--- config.mk ---
export PLATFORM = sky130hd
export DESIGN_NAME = spiral_gen_flat
export DESIGN_NICKNAME = d
export VERILOG_FILES = /design/src/rtl/spiral_gen_if.sv /design/src/rtl/spiral_gen.sv /design/src/flat_wrapper.sv
export SDC_FILE = /design/constraint.sdc
export NUM_CORES = 1
export LEC_CHECK = 0
export CORE_MARGIN = 3
export CORE_UTILIZATION = 55
export CTS_BUF_LIST = sky130_fd_sc_hd__clkbuf_8
export DETAILED_ROUTE_END_ITERATION = 8
export GPL_TIMING_DRIVEN = 1
export HOLD_SLACK_MARGIN = 0.12
export PLACE_DENSITY_LB_ADDON = 0.05
export SLEW_MARGIN = 15
export SYNTH_ARGS = -nofsm -noshare
export SYNTH_HDL_FRONTEND = slang
export SYNTH_SLANG_ARGS = --single-unit
--- constraint.sdc ---
create_clock -name clk -period 5.66 [get_ports clk]
set_clock_uncertainty 0.05 [all_clocks]
set_input_delay 0.566 -clock clk [delete_from_list [all_inputs] [get_ports clk]]
set_output_delay 0.566 -clock clk [all_outputs]
set_load 0.01 [all_outputs]
--- src/rtl/spiral_gen_if.sv ---
// Point stream between spiral_gen and its consumer: one (x, y, seg, dir) per valid/ready handshake.
interface spiral_gen_if #(
  parameter int WIDTH = 32,
  parameter int SEGW  = 7
) ();
  logic             out_valid;
  logic             out_ready;
  logic [WIDTH-1:0] x;
  logic [WIDTH-1:0] y;
  logic [SEGW-1:0]  seg;
  logic [1:0]       dir;

  modport master (output out_valid, x, y, seg, dir, input out_ready);
  modport slave  (input out_valid, x, y, seg, dir, output out_ready);
endinterface

--- src/rtl/spiral_gen.sv ---
// Square-spiral (x, y) generator with loadable origin, bounded run and valid/ready output.
// Define SPIRAL_GEN_WRAP_EN to restart at the origin after the last point instead of stopping in DONE.
module spiral_gen #(
  parameter int WIDTH    = 32,
  parameter int STEP     = 1,
  parameter int MAX_SEGS = 64,
  parameter int CW       = 0,
  parameter int SEGW     = $clog2(MAX_SEGS + 1)
) (
  input  logic                 clk,
  input  logic                 reset,
  input  logic                 start,
  input  logic [WIDTH-1:0]     x0,
  input  logic [WIDTH-1:0]     y0,
  spiral_gen_if.master         bus,
  output logic                 busy,
  output logic                 done
);

  localparam int LENW = $clog2(MAX_SEGS / 2 + 2);
  localparam logic [WIDTH-1:0] STEP_W  = WIDTH'(STEP);
  localparam logic [SEGW-1:0]  SEG_MAX = SEGW'(MAX_SEGS);

  typedef enum logic [1:0] {
    ST_IDLE = 2'd0,
    ST_RUN  = 2'd1,
    ST_DONE = 2'd2
  } state_t;

  state_t           state_r, state_s;
  logic [WIDTH-1:0] x_r, x_s, y_r, y_s;
  logic [WIDTH-1:0] org_x_r, org_x_s, org_y_r, org_y_s;
  logic [SEGW-1:0]  seg_r, seg_s;
  logic [1:0]       dir_r, dir_s;
  logic [LENW-1:0]  j_r, j_s, seg_len_r, seg_len_s;
  logic             valid_r, valid_s;
  logic             done_r, done_s;
  logic             busy_r, busy_s;
  logic             fire_s;

  assign fire_s = valid_r && bus.out_ready;

  // Next-state and next-point computation
  always_comb begin
    state_s   = state_r;
    x_s       = x_r;
    y_s       = y_r;
    org_x_s   = org_x_r;
    org_y_s   = org_y_r;
    seg_s     = seg_r;
    dir_s     = dir_r;
    j_s       = j_r;
    seg_len_s = seg_len_r;
    valid_s   = valid_r;
    done_s    = done_r;
    case (state_r)
      ST_IDLE, ST_DONE: begin
        if (start) begin
          org_x_s   = x0;
          org_y_s   = y0;
          x_s       = x0;
          y_s       = y0;
          seg_s     = {SEGW{1'b0}};
          dir_s     = 2'd0;
          j_s       = {LENW{1'b0}};
          seg_len_s = LENW'(1);
          valid_s   = 1'b1;
          done_s    = 1'b0;
          state_s   = ST_RUN;
        end else begin
          state_s = state_r;
        end
      end
      ST_RUN: begin
        done_s = 1'b0;
        if (fire_s) begin
          if (seg_r == SEG_MAX) begin
`ifdef SPIRAL_GEN_WRAP_EN
            x_s       = org_x_r;
            y_s       = org_y_r;
            seg_s     = {SEGW{1'b0}};
            dir_s     = 2'd0;
            j_s       = {LENW{1'b0}};
            seg_len_s = LENW'(1);
            valid_s   = 1'b1;
            done_s    = 1'b1;
`else
            state_s = ST_DONE;
            valid_s = 1'b0;
            done_s  = 1'b1;
`endif
          end else begin
            // dir 1 is +y counter-clockwise and -y clockwise; dir 3 is the opposite
            case (dir_r)
              2'd0:    x_s = x_r + STEP_W;
              2'd1:    y_s = (CW != 0) ? (y_r - STEP_W) : (y_r + STEP_W);
              2'd2:    x_s = x_r - STEP_W;
              2'd3:    y_s = (CW != 0) ? (y_r + STEP_W) : (y_r - STEP_W);
              default: x_s = x_r;
            endcase
            if (j_r + LENW'(1) == seg_len_r) begin
              j_s   = {LENW{1'b0}};
              seg_s = seg_r + SEGW'(1);
              dir_s = dir_r + 2'd1;
              // lengths run 1,1,2,2,...: grow after every odd-indexed segment
              if (seg_r[0]) begin
                seg_len_s = seg_len_r + LENW'(1);
              end else begin
                seg_len_s = seg_len_r;
              end
            end else begin
              j_s = j_r + LENW'(1);
            end
          end
        end else begin
          valid_s = valid_r;
        end
      end
      default: begin
        state_s = ST_IDLE;
        valid_s = 1'b0;
        done_s  = 1'b0;
      end
    endcase
    busy_s = (state_s == ST_RUN);
  end

  // State and output registers with synchronous reset
  always_ff @(posedge clk) begin
    if (reset) begin
      state_r   <= ST_IDLE;
      x_r       <= {WIDTH{1'b0}};
      y_r       <= {WIDTH{1'b0}};
      org_x_r   <= {WIDTH{1'b0}};
      org_y_r   <= {WIDTH{1'b0}};
      seg_r     <= {SEGW{1'b0}};
      dir_r     <= 2'd0;
      j_r       <= {LENW{1'b0}};
      seg_len_r <= LENW'(1);
      valid_r   <= 1'b0;
      done_r    <= 1'b0;
      busy_r    <= 1'b0;
    end else begin
      state_r   <= state_s;
      x_r       <= x_s;
      y_r       <= y_s;
      org_x_r   <= org_x_s;
      org_y_r   <= org_y_s;
      seg_r     <= seg_s;
      dir_r     <= dir_s;
      j_r       <= j_s;
      seg_len_r <= seg_len_s;
      valid_r   <= valid_s;
      done_r    <= done_s;
      busy_r    <= busy_s;
    end
  end

  assign bus.out_valid = valid_r;
  assign bus.x         = x_r;
  assign bus.y         = y_r;
  assign bus.seg       = seg_r;
  assign bus.dir       = dir_r;
  assign busy          = busy_r;
  assign done          = done_r;

endmodule

--- src/flat_wrapper.sv ---
// flat-port wrapper written by rule: the top's interface ports become plain ports
module spiral_gen_flat 
#(
  parameter int WIDTH    = 32,
  parameter int STEP     = 1,
  parameter int MAX_SEGS = 64,
  parameter int CW       = 0,
  parameter int SEGW     = $clog2(MAX_SEGS + 1)
)
  (clk, reset, start, x0, y0, busy, done, bus_out_valid, bus_x, bus_y, bus_seg, bus_dir, bus_out_ready);
  spiral_gen_if #(.WIDTH(WIDTH), .SEGW(SEGW)) bus_i ();
  input  logic clk;
  input  logic reset;
  input  logic start;
  input  logic [WIDTH-1:0] x0;
  input  logic [WIDTH-1:0] y0;
  output logic busy;
  output logic done;
  output wire logic [$bits(bus_i.out_valid)-1:0] bus_out_valid;
  output wire logic [$bits(bus_i.x)-1:0] bus_x;
  output wire logic [$bits(bus_i.y)-1:0] bus_y;
  output wire logic [$bits(bus_i.seg)-1:0] bus_seg;
  output wire logic [$bits(bus_i.dir)-1:0] bus_dir;
  input wire logic [$bits(bus_i.out_ready)-1:0] bus_out_ready;
  assign bus_out_valid = bus_i.out_valid;
  assign bus_x = bus_i.x;
  assign bus_y = bus_i.y;
  assign bus_seg = bus_i.seg;
  assign bus_dir = bus_i.dir;
  assign bus_i.out_ready = bus_out_ready;
  spiral_gen #(.WIDTH(WIDTH), .STEP(STEP), .MAX_SEGS(MAX_SEGS), .CW(CW), .SEGW(SEGW)) u_core (.clk(clk), .reset(reset), .start(start), .x0(x0), .y0(y0), .bus(bus_i), .busy(busy), .done(done));
endmodule
==> impl_summary.md, run 1 <==
Route
The detailed router placed 10.3k vias in this run. After the first detailed-routing iteration, the DRC count stood at 1,191. The post-detailed-route via-to-cell ratio is 6.68. The detail route stage leaves a number of antenna-violating nets equal to 0. The number of remaining DRC errors is 0. Summed over all layers, the routed wires come to 28,400 um.

The length of the first detailed-routing pass in iterations is 5. Dividing the detail-routed wire length by the instance count gives 18.5 um.

Clock network
The maximum count of clock buffers along a single path is 2. The number of buffers created by CTS is 9. After clock tree synthesis, the clock-pin slew on the worst setup and hold paths is 0.10 ns.

Buffers inserted to repair hold after CTS numbered 0. The tree built by TritonCTS fans out to 90 sinks. The CTS H-tree depth is 3. In this run the post-CTS setup repair buffer count came out at 0. The cell sitting at the root of the clock tree is a sky130_fd_sc_hd__clkbuf_8. The clock reaches the later pin of the worst-skew pair after 0.39 ns.

The clock tree from TritonCTS is built. The post-cts gate resize count is 0.

Timing
Setup violations remaining at the end of the flow were counted as 0. Final hold analysis gives a worst-case slack of 0.425 ns. The number of max-slew violations in the final report was 0. The worst slew slack as a fraction of its limit is 0.296. The maximum operating frequency is 240 MHz. Once routing completed, OpenROAD measured the worst setup slack at 1.50 ns. Setup repair after global routing left no endpoint under its margin. The slew at the pin with the worst max-slew slack is 1.06 ns.

The post-route fraction of the period consumed by the critical path is 0.735. The sum of negative setup slack is 0 ns. The worst path in the final design needs a cycle of 4.16 ns, including I/O delays and setup. The number of hold-slack violations in the final timing report was 0.

Synth
The post-synthesis instance total is 1,292. The share of the Yosys chip area taken by registers is 0.201. Yosys printed 0 warnings. The mapped netlist covers 8970 um^2. The number of different library cells in the post-synthesis netlist is 84. The most used flip-flop cell after synthesis is sky130_fd_sc_hd__dfxtp_1.

The net count after synthesis is 1,372. The flip-flop and latch count after synthesis is 90. In this run, synthesis inferred 0 flip-flops with an integrated enable. The average cell area after synthesis is 6.94 um^2. Of all flip-flops after synthesis, the portion carrying an async set or reset was 0.

Floorplanning
For this configuration, the core starts out at a cell density of 0.563. The number of placement rows is 46. The width of the die is 134 um. The die is 134 um tall. The die covers 17,900 um^2. 144 I/O pins were placed. The core region area is 15,900 um^2.

Worst setup path
The data required time at the worst endpoint is 5.85 ns. The classification of the worst setup path is register to register. For this run, the slowest stage of the critical path takes 0.88 ns. Along the worst path, the maximum fanout reaches 52.

The worst setup path is launched from a register. The critical-path cell with the highest stage delay is sky130_fd_sc_hd__ha_2. The critical path endpoint category is a register. The signal on the critical path passes through ha_2 -> xor2_1 -> ha_1 -> a21boi_0 -> o22ai_1 -> a211o_1 -> a211oi_1 -> o211ai_1 -> a311oi_1 -> mux2i_1 -> a31oi_1. The startpoint identified for the worst register-to-register timing path is u_core.bus.dir[1]. In this run the worst setup path begins at u_core.bus.dir[1]. The worst path arrival time is 4.35 ns.

Finish
The count of antenna diodes in the layout is 0. The library cells used most frequently in the layout, excluding fill and tap cells, are sky130_fd_sc_hd__clkdlybuf4s50_1, sky130_fd_sc_hd__nor2_1, sky130_fd_sc_hd__nand2_1. Compared with the post-synthesis result, the final layout area differs by 17.0%. The final layout contains 1,399 nets.

The number of fill cells is 1,473. The commonest non-fill, non-tap cell in the layout is sky130_fd_sc_hd__clkdlybuf4s50_1. The fraction of final layout cells sized beyond drive strength 1 is 0.0521.

Min path
The classification of the worst-slack hold path is register to register. The worst hold path startpoint is u_core.done.

Pwr
Summed over all cells, the static leakage comes to 3.44 nW. VDD sags by at most 0.125 mV. For this design the ratio of total power to cell area is 177 nW/um^2. Summing internal, switching and leakage power gives 1.85 mW.

Placed design
The number of port buffers is 143. The HPWL after detailed placement is 19,300 um. The routability congestion estimate is 0.918. At the placement stage, the worst setup path has a slack of 1.63 ns.

Outcome
The run finished with clean final reports.

GRT
The via count of the first global-routing pass is 9,088. For this run the aggregate overflow at the end of global routing stands at 0. The first global-routing pass estimated 46,600 um of wire.

The maximum number of pins on one net before global-route repair is 82. The initial antenna violation count was 0. In the global route stage, overall resource usage came out at 0.309.

Job
The tool flagged a number of max-cap violations equal to 0.
[sequential cells by signal, summed over array words and instances, names as in the netlist]
signal and count:
u_core.bus.dir 2, u_core.bus.out_valid 1, u_core.bus.seg 7, u_core.bus.x 32, u_core.bus.y 32, u_core.busy 1, u_core.done 1, u_core.j_r 6
u_core.seg_len_r 6, u_core.state_r 2
[critical path, delay by kind of cell (launching register included)]
kind                       cells  cell delay, ns
xor gates and xnor gates       1            0.21
AOI/OAI and AO/OA              7            1.96
adders and majority gates      2            1.08
DFF                            1            0.48
muxes                          1            0.22
[final cells by class]
| type | instances | area, um^2 | area share |
|---|---|---|---|
| Clock buffer | 9 | 124 | 0.0118 |
| Clock inverter | 7 | 93.8 | 0.00894 |
| Inverter | 32 | 120 | 0.0114 |
| Multi-Input combinational cell | 1027 | 6540 | 0.623 |
| Sequential cell | 90 | 1800 | 0.172 |
| Tap cell | 216 | 270 | 0.0258 |
| Timing Repair Buffer | 159 | 1550 | 0.147 |
[layer usage]
metal	routed length, um	GRT usage
met1	13200	0.457
met2	12400	0.465
met3	2440	0.0514
met4	459	0.0806
met5	0	0
[final timing paths]
kind / endpoint / slack [ns] / cells after the start
worst min register to register: u_core.done / 0.43 / 2
worst max-delay path: u_core.bus.y[26] / 1.50 / 11
worst max register to register: u_core.bus.y[26] / 1.50 / 11
worst min-delay path: u_core.done / 0.43 / 2
[Yosys cell counts (8+ instances only)]
cell	number	area share
sky130_fd_sc_hd__inv_1	31	0.013
sky130_fd_sc_hd__nor3_1	49	0.027
sky130_fd_sc_hd__nor4_1	16	0.011
sky130_fd_sc_hd__or3_1	16	0.011
sky130_fd_sc_hd__mux2i_1	13	0.015
sky130_fd_sc_hd__a32oi_1	8	0.0078
sky130_fd_sc_hd__or2_2	8	0.0056
sky130_fd_sc_hd__xnor2_1	49	0.048
sky130_fd_sc_hd__a31oi_1	29	0.020
sky130_fd_sc_hd__and4b_1	10	0.011
sky130_fd_sc_hd__nand2_1	100	0.042
sky130_fd_sc_hd__buf_2	19	0.011
sky130_fd_sc_hd__o21ai_0	90	0.050
sky130_fd_sc_hd__nand4_1	21	0.015
sky130_fd_sc_hd__a2bb2oi_1	10	0.0098
sky130_fd_sc_hd__a21o_1	13	0.011
sky130_fd_sc_hd__a21oi_1	74	0.041
sky130_fd_sc_hd__and2_1	9	0.0063
sky130_fd_sc_hd__and3_1	13	0.0091
sky130_fd_sc_hd__ha_1	12	0.017
sky130_fd_sc_hd__xor2_1	20	0.020
sky130_fd_sc_hd__o22ai_1	14	0.0098
sky130_fd_sc_hd__buf_1	13	0.0054
sky130_fd_sc_hd__nor2_1	117	0.049
sky130_fd_sc_hd__o21a_1	13	0.011
sky130_fd_sc_hd__nand3_1	65	0.036
sky130_fd_sc_hd__dfxtp_1	90	0.20
sky130_fd_sc_hd__or4_1	8	0.0067
sky130_fd_sc_hd__o31ai_1	24	0.020
sky130_fd_sc_hd__o211ai_1	13	0.011
sky130_fd_sc_hd__o31a_1	20	0.020
sky130_fd_sc_hd__nand3b_1	11	0.0092
sky130_fd_sc_hd__nor2b_1	8	0.0056
sky130_fd_sc_hd__a22oi_1	19	0.016
sky130_fd_sc_hd__clkbuf_1	108	0.045
sky130_fd_sc_hd__nand2b_1	15	0.010
[power by group]
part           leakage (nW)  switching (mW)  internal, mW  total, mW
Combinational          2.60           0.280         0.251      0.532
Sequential            0.736           0.125         0.677      0.802
Clock                 0.105           0.273         0.248      0.522
Total                  3.44           0.679          1.18       1.85
[metrics by stage]
step                utilization  area, um^2  std cells
finish                    0.658       10500       1540
global route              0.658       10500       1540
floorplan                     -        8970       1292
detailed placement        0.644       10300       1524
global placement          0.644       10300       1524
CTS                       0.658       10500       1540
[logic make-up (layout without fill, tap and decap cells)]
| family | count (synthesis) | in the layout | share of synthesized area |
|---|---|---|---|
| adders and majority gates | 12 | 12 | 0.0167 |
| muxes | 15 | 15 | 0.0170 |
| DFF | 90 | 90 | 0.201 |
| AOI/OAI and AO/OA | 432 | 432 | 0.333 |
| buffers and inverters | 175 | 207 | 0.0771 |
| and+or+nand+nor | 499 | 499 | 0.287 |
| xor gates and xnor gates | 69 | 69 | 0.0674 |
Note: power is estimated with default switching activity, not from simulation.
==> run 2, diff against run 1 <==
Settings changed: CORE_UTILIZATION 55 to 51.
Clock period 5.66 ns to 3.8 ns, I/O delays scaled along.
==> run 2 against run 1 <==
Global-route usage is 1.6 points lower. Critical path depth grew 1. Wire length rose by 3.3%. Clock power up 49%. Die area grew 7.5%. Maximum frequency grew 22%.
==> impl_summary.md, run 2 (synthesized netlist as in run 1, its figures left out) <==
Outcome
The run finished with clean final reports.

Finish
Leaving out fill and tap cells, the most frequent cells in the layout are sky130_fd_sc_hd__clkdlybuf4s50_1, sky130_fd_sc_hd__nor2_1, sky130_fd_sc_hd__nand2_1. The net count reported at finish is 1,410 (+0.79%). The count of antenna diodes in the layout came to 0 (unchanged).

The commonest non-fill, non-tap cell in the layout is sky130_fd_sc_hd__clkdlybuf4s50_1. The area growth from synthesis to layout is 18.6%. The fraction of final layout cells sized beyond drive strength 1 is 0.0652 (+0.0131).

The number of fill cells was 1,589 (+7.9%).

Clock network
The clock insertion delay at the later pin of the skew report is 0.40 ns (about the same). The hold buffer count at CTS is 0 (unchanged). The CTS H-tree depth is 3 (unchanged).

TritonCTS built the clock tree. The buffer count from post-CTS setup fixing is 0 (unchanged). The tree is rooted in a sky130_fd_sc_hd__clkbuf_8. The post-cts gate resize count is 0 (unchanged). The number of buffers created by CTS is 9 (unchanged).

The clock sink count is 90 (unchanged). The maximum count of clock buffers along a single path is 2 (unchanged). The clock edge transition at the registers on the reported setup and hold paths is 0.10 ns (about the same).

Placed design
The number of port buffers is 143 (unchanged). The pre-CTS worst setup slack is 0.474 ns (-1.15 ns). The routability congestion estimate is 0.926 (+0.86%). The HPWL after detailed placement is 20,000 um (+3.9%).

Worst setup path
The slack of the worst reg-to-reg path was 0.40 ns (-1.10 ns). The largest stage delay on the critical path came to 0.56 ns (-0.32 ns). The count of buffering cells on the critical path with inverters included is 1 (+1). The classification of the worst setup path is register to register. The critical-path cell with the highest stage delay is sky130_fd_sc_hd__o211ai_1. The worst setup path startpoint is u_core.bus.dir[0].

The worst path arrival time came to 3.66 ns (-0.69 ns). STA classifies the critical path startpoint as a register. Traced cell by cell, the critical path runs through inv_2 -> ha_4 -> xor2_1 -> ha_1 -> a21boi_0 -> o22ai_1 -> nor3_1 -> a22oi_1 -> o211ai_1 -> a21o_1 -> a21oi_1 -> o41ai_1. The data required time at the worst endpoint came to 4.06 ns (-1.79 ns).

The cell family with the largest share of critical-path delay is compound AO/OA/AOI/OAI gates. The biggest fanout along the worst timing path is 18 (-65%). The number of cells on the worst reg-to-reg path was 12 (+1).

The critical path endpoint category is a register. The worst register-to-register path begins at u_core.bus.dir[0]. In this run the critical register-to-register path is captured at u_core.bus.x[28].

Route
The per-cell routed wire length is 18.9 um (+2.3%). The total routed wirelength came to 29,400 um (+3.3%). The remaining antenna violation count is 0 (unchanged). The number of remaining DRC errors came to 0 (unchanged). The DRC violation total after the first TritonRoute iteration is 1,121 (-5.9%). The via total after detailed routing came to 10.2k (-1.2%). The post-detailed-route via-to-cell ratio came to 6.54 (-2.1%). The length of the first detailed-routing pass in iterations came to 5 (unchanged).

Job
The max-cap violation count is 0 (unchanged).

Floorplanning
The height of the chip is 139 um (+3.7%). The core region area is 16,900 um^2 (+5.9%). The count of boundary I/O pins is 144 (unchanged). The width of the die is 139 um (+3.7%). The number of placement rows is 47 (+2.2%). The starting utilization of the core area came to 0.532 (-0.0312). The die outline area came to 19,200 um^2 (+7.5%).

GRT
The most congested layer reported by global routing is met2. The global-route congestion overflow total was 0 (unchanged). The via count of the first global-routing pass is 9,057 (-0.34%). The met2 routing resource usage after global routing is 0.446 (-0.0199). The maximum number of pins on one net before global-route repair came to 98 (+20%).

The met1 global-route usage is 0.431 (-0.0256). The overall global routing resource usage came to 0.293 (-0.0161). The first-pass GRT wire length is 48,100 um (+3.1%). The initial antenna violation count is 0 (unchanged). The met3 global-route usage is 0.0559 (+0.00450).

Pwr
The static leakage power came to 3.52 nW (+2.2%). The power density normalized to cell area is 261 nW/um^2 (+48%). The total power is 2.78 mW (+50%). The largest voltage drop on the vdd net is 0.194 mV (+55%).

Timing
The maximum operating frequency was 294 MHz (+22%). The sum of negative setup slack is 0 ns (unchanged). The number of max-slew violations in the final report is 0 (unchanged). The least setup slack across all paths after layout came to 0.399 ns (-1.10 ns). The worst slew slack as a fraction of its limit is 0.209 (-0.0873). The worst hold-check slack is 0.418 ns (-0.00777 ns). The number of hold-slack violations in the final timing report is 0 (unchanged). The final setup violation count was 0 (unchanged).

The post-route fraction of the period consumed by the critical path is 0.895 (+0.160). The minimum clock period after layout was 3.40 ns (-0.758 ns). Setup repair after global routing left no endpoint under its margin.

The slew at the pin with the worst max-slew slack is 1.19 ns (+0.131 ns).

Min path
The classification of the worst-slack hold path is register to register. The count of cells along the worst hold path is 2 (unchanged). The hold-critical path endpoint is u_core.done. The worst hold path startpoint is u_core.done.
==> run 2: cell types whose count changed in the layout (fill, tap and decap cells not counted), sizes merged <==
cell and delta:
buf +11, clkinv -1, inv +2, clkbuf +1
clkinvlp -2
==> run 2: worst max path at each step <==
stage | end | slack (ns) | cells after the start
2_1_floorplan | u_core.bus.x[30] | 0.009 | 19
3_3_place_gp | u_core.bus.y[30] | 0.55 | 10
3_5_place_dp | u_core.bus.y[28] | 0.47 | 11
4_1_cts | u_core.bus.x[27] | 0.48 | 12
5_1_grt | u_core.bus.x[24] | 0.11 | 12
6_report | u_core.bus.x[28] | 0.40 | 12
==> run 2: metrics by stage <==
stage                     cells   util  instance area, um^2
final                      1555  0.630                10600
after global routing       1555  0.630                10600
after CTS                  1555  0.630                10600
after detailed placement   1539  0.617                10400
after global placement     1539  0.617                10400
after floorplan            1292      -                 9060
==> run 2: worst min-delay path, cell delays in order (launching register included) <==
cell and delay (ns):
sky130_fd_sc_hd__dfxtp_1 0.33, sky130_fd_sc_hd__nand2_1 0.05, sky130_fd_sc_hd__a21oi_1 0.05
==> run 2: final cells by class <==
cell class / count / area, um^2 / share of cell area
clock buffer: 10 / 138 / 0.0129
timing repair buffer: 170 / 1640 / 0.154
inverter: 32 / 120 / 0.0113
sequential: 90 / 1810 / 0.170
tap: 220 / 275 / 0.0259
clock inverter: 6 / 80.1 / 0.00753
multi-input combinational: 1027 / 6580 / 0.618
==> run 2: layer usage <==
layer,vias up,routed length (um)
li1,4882,-
met1,4798,13800
met2,451,12800
met3,31,2510
met4,0,293
met5,-,0
==> run 2: power by group <==
group | switching, mW | internal (mW) | total, mW
Combinational | 0.421 | 0.379 | 0.800
Clock | 0.395 | 0.385 | 0.780
Sequential | 0.188 | 1.01 | 1.20
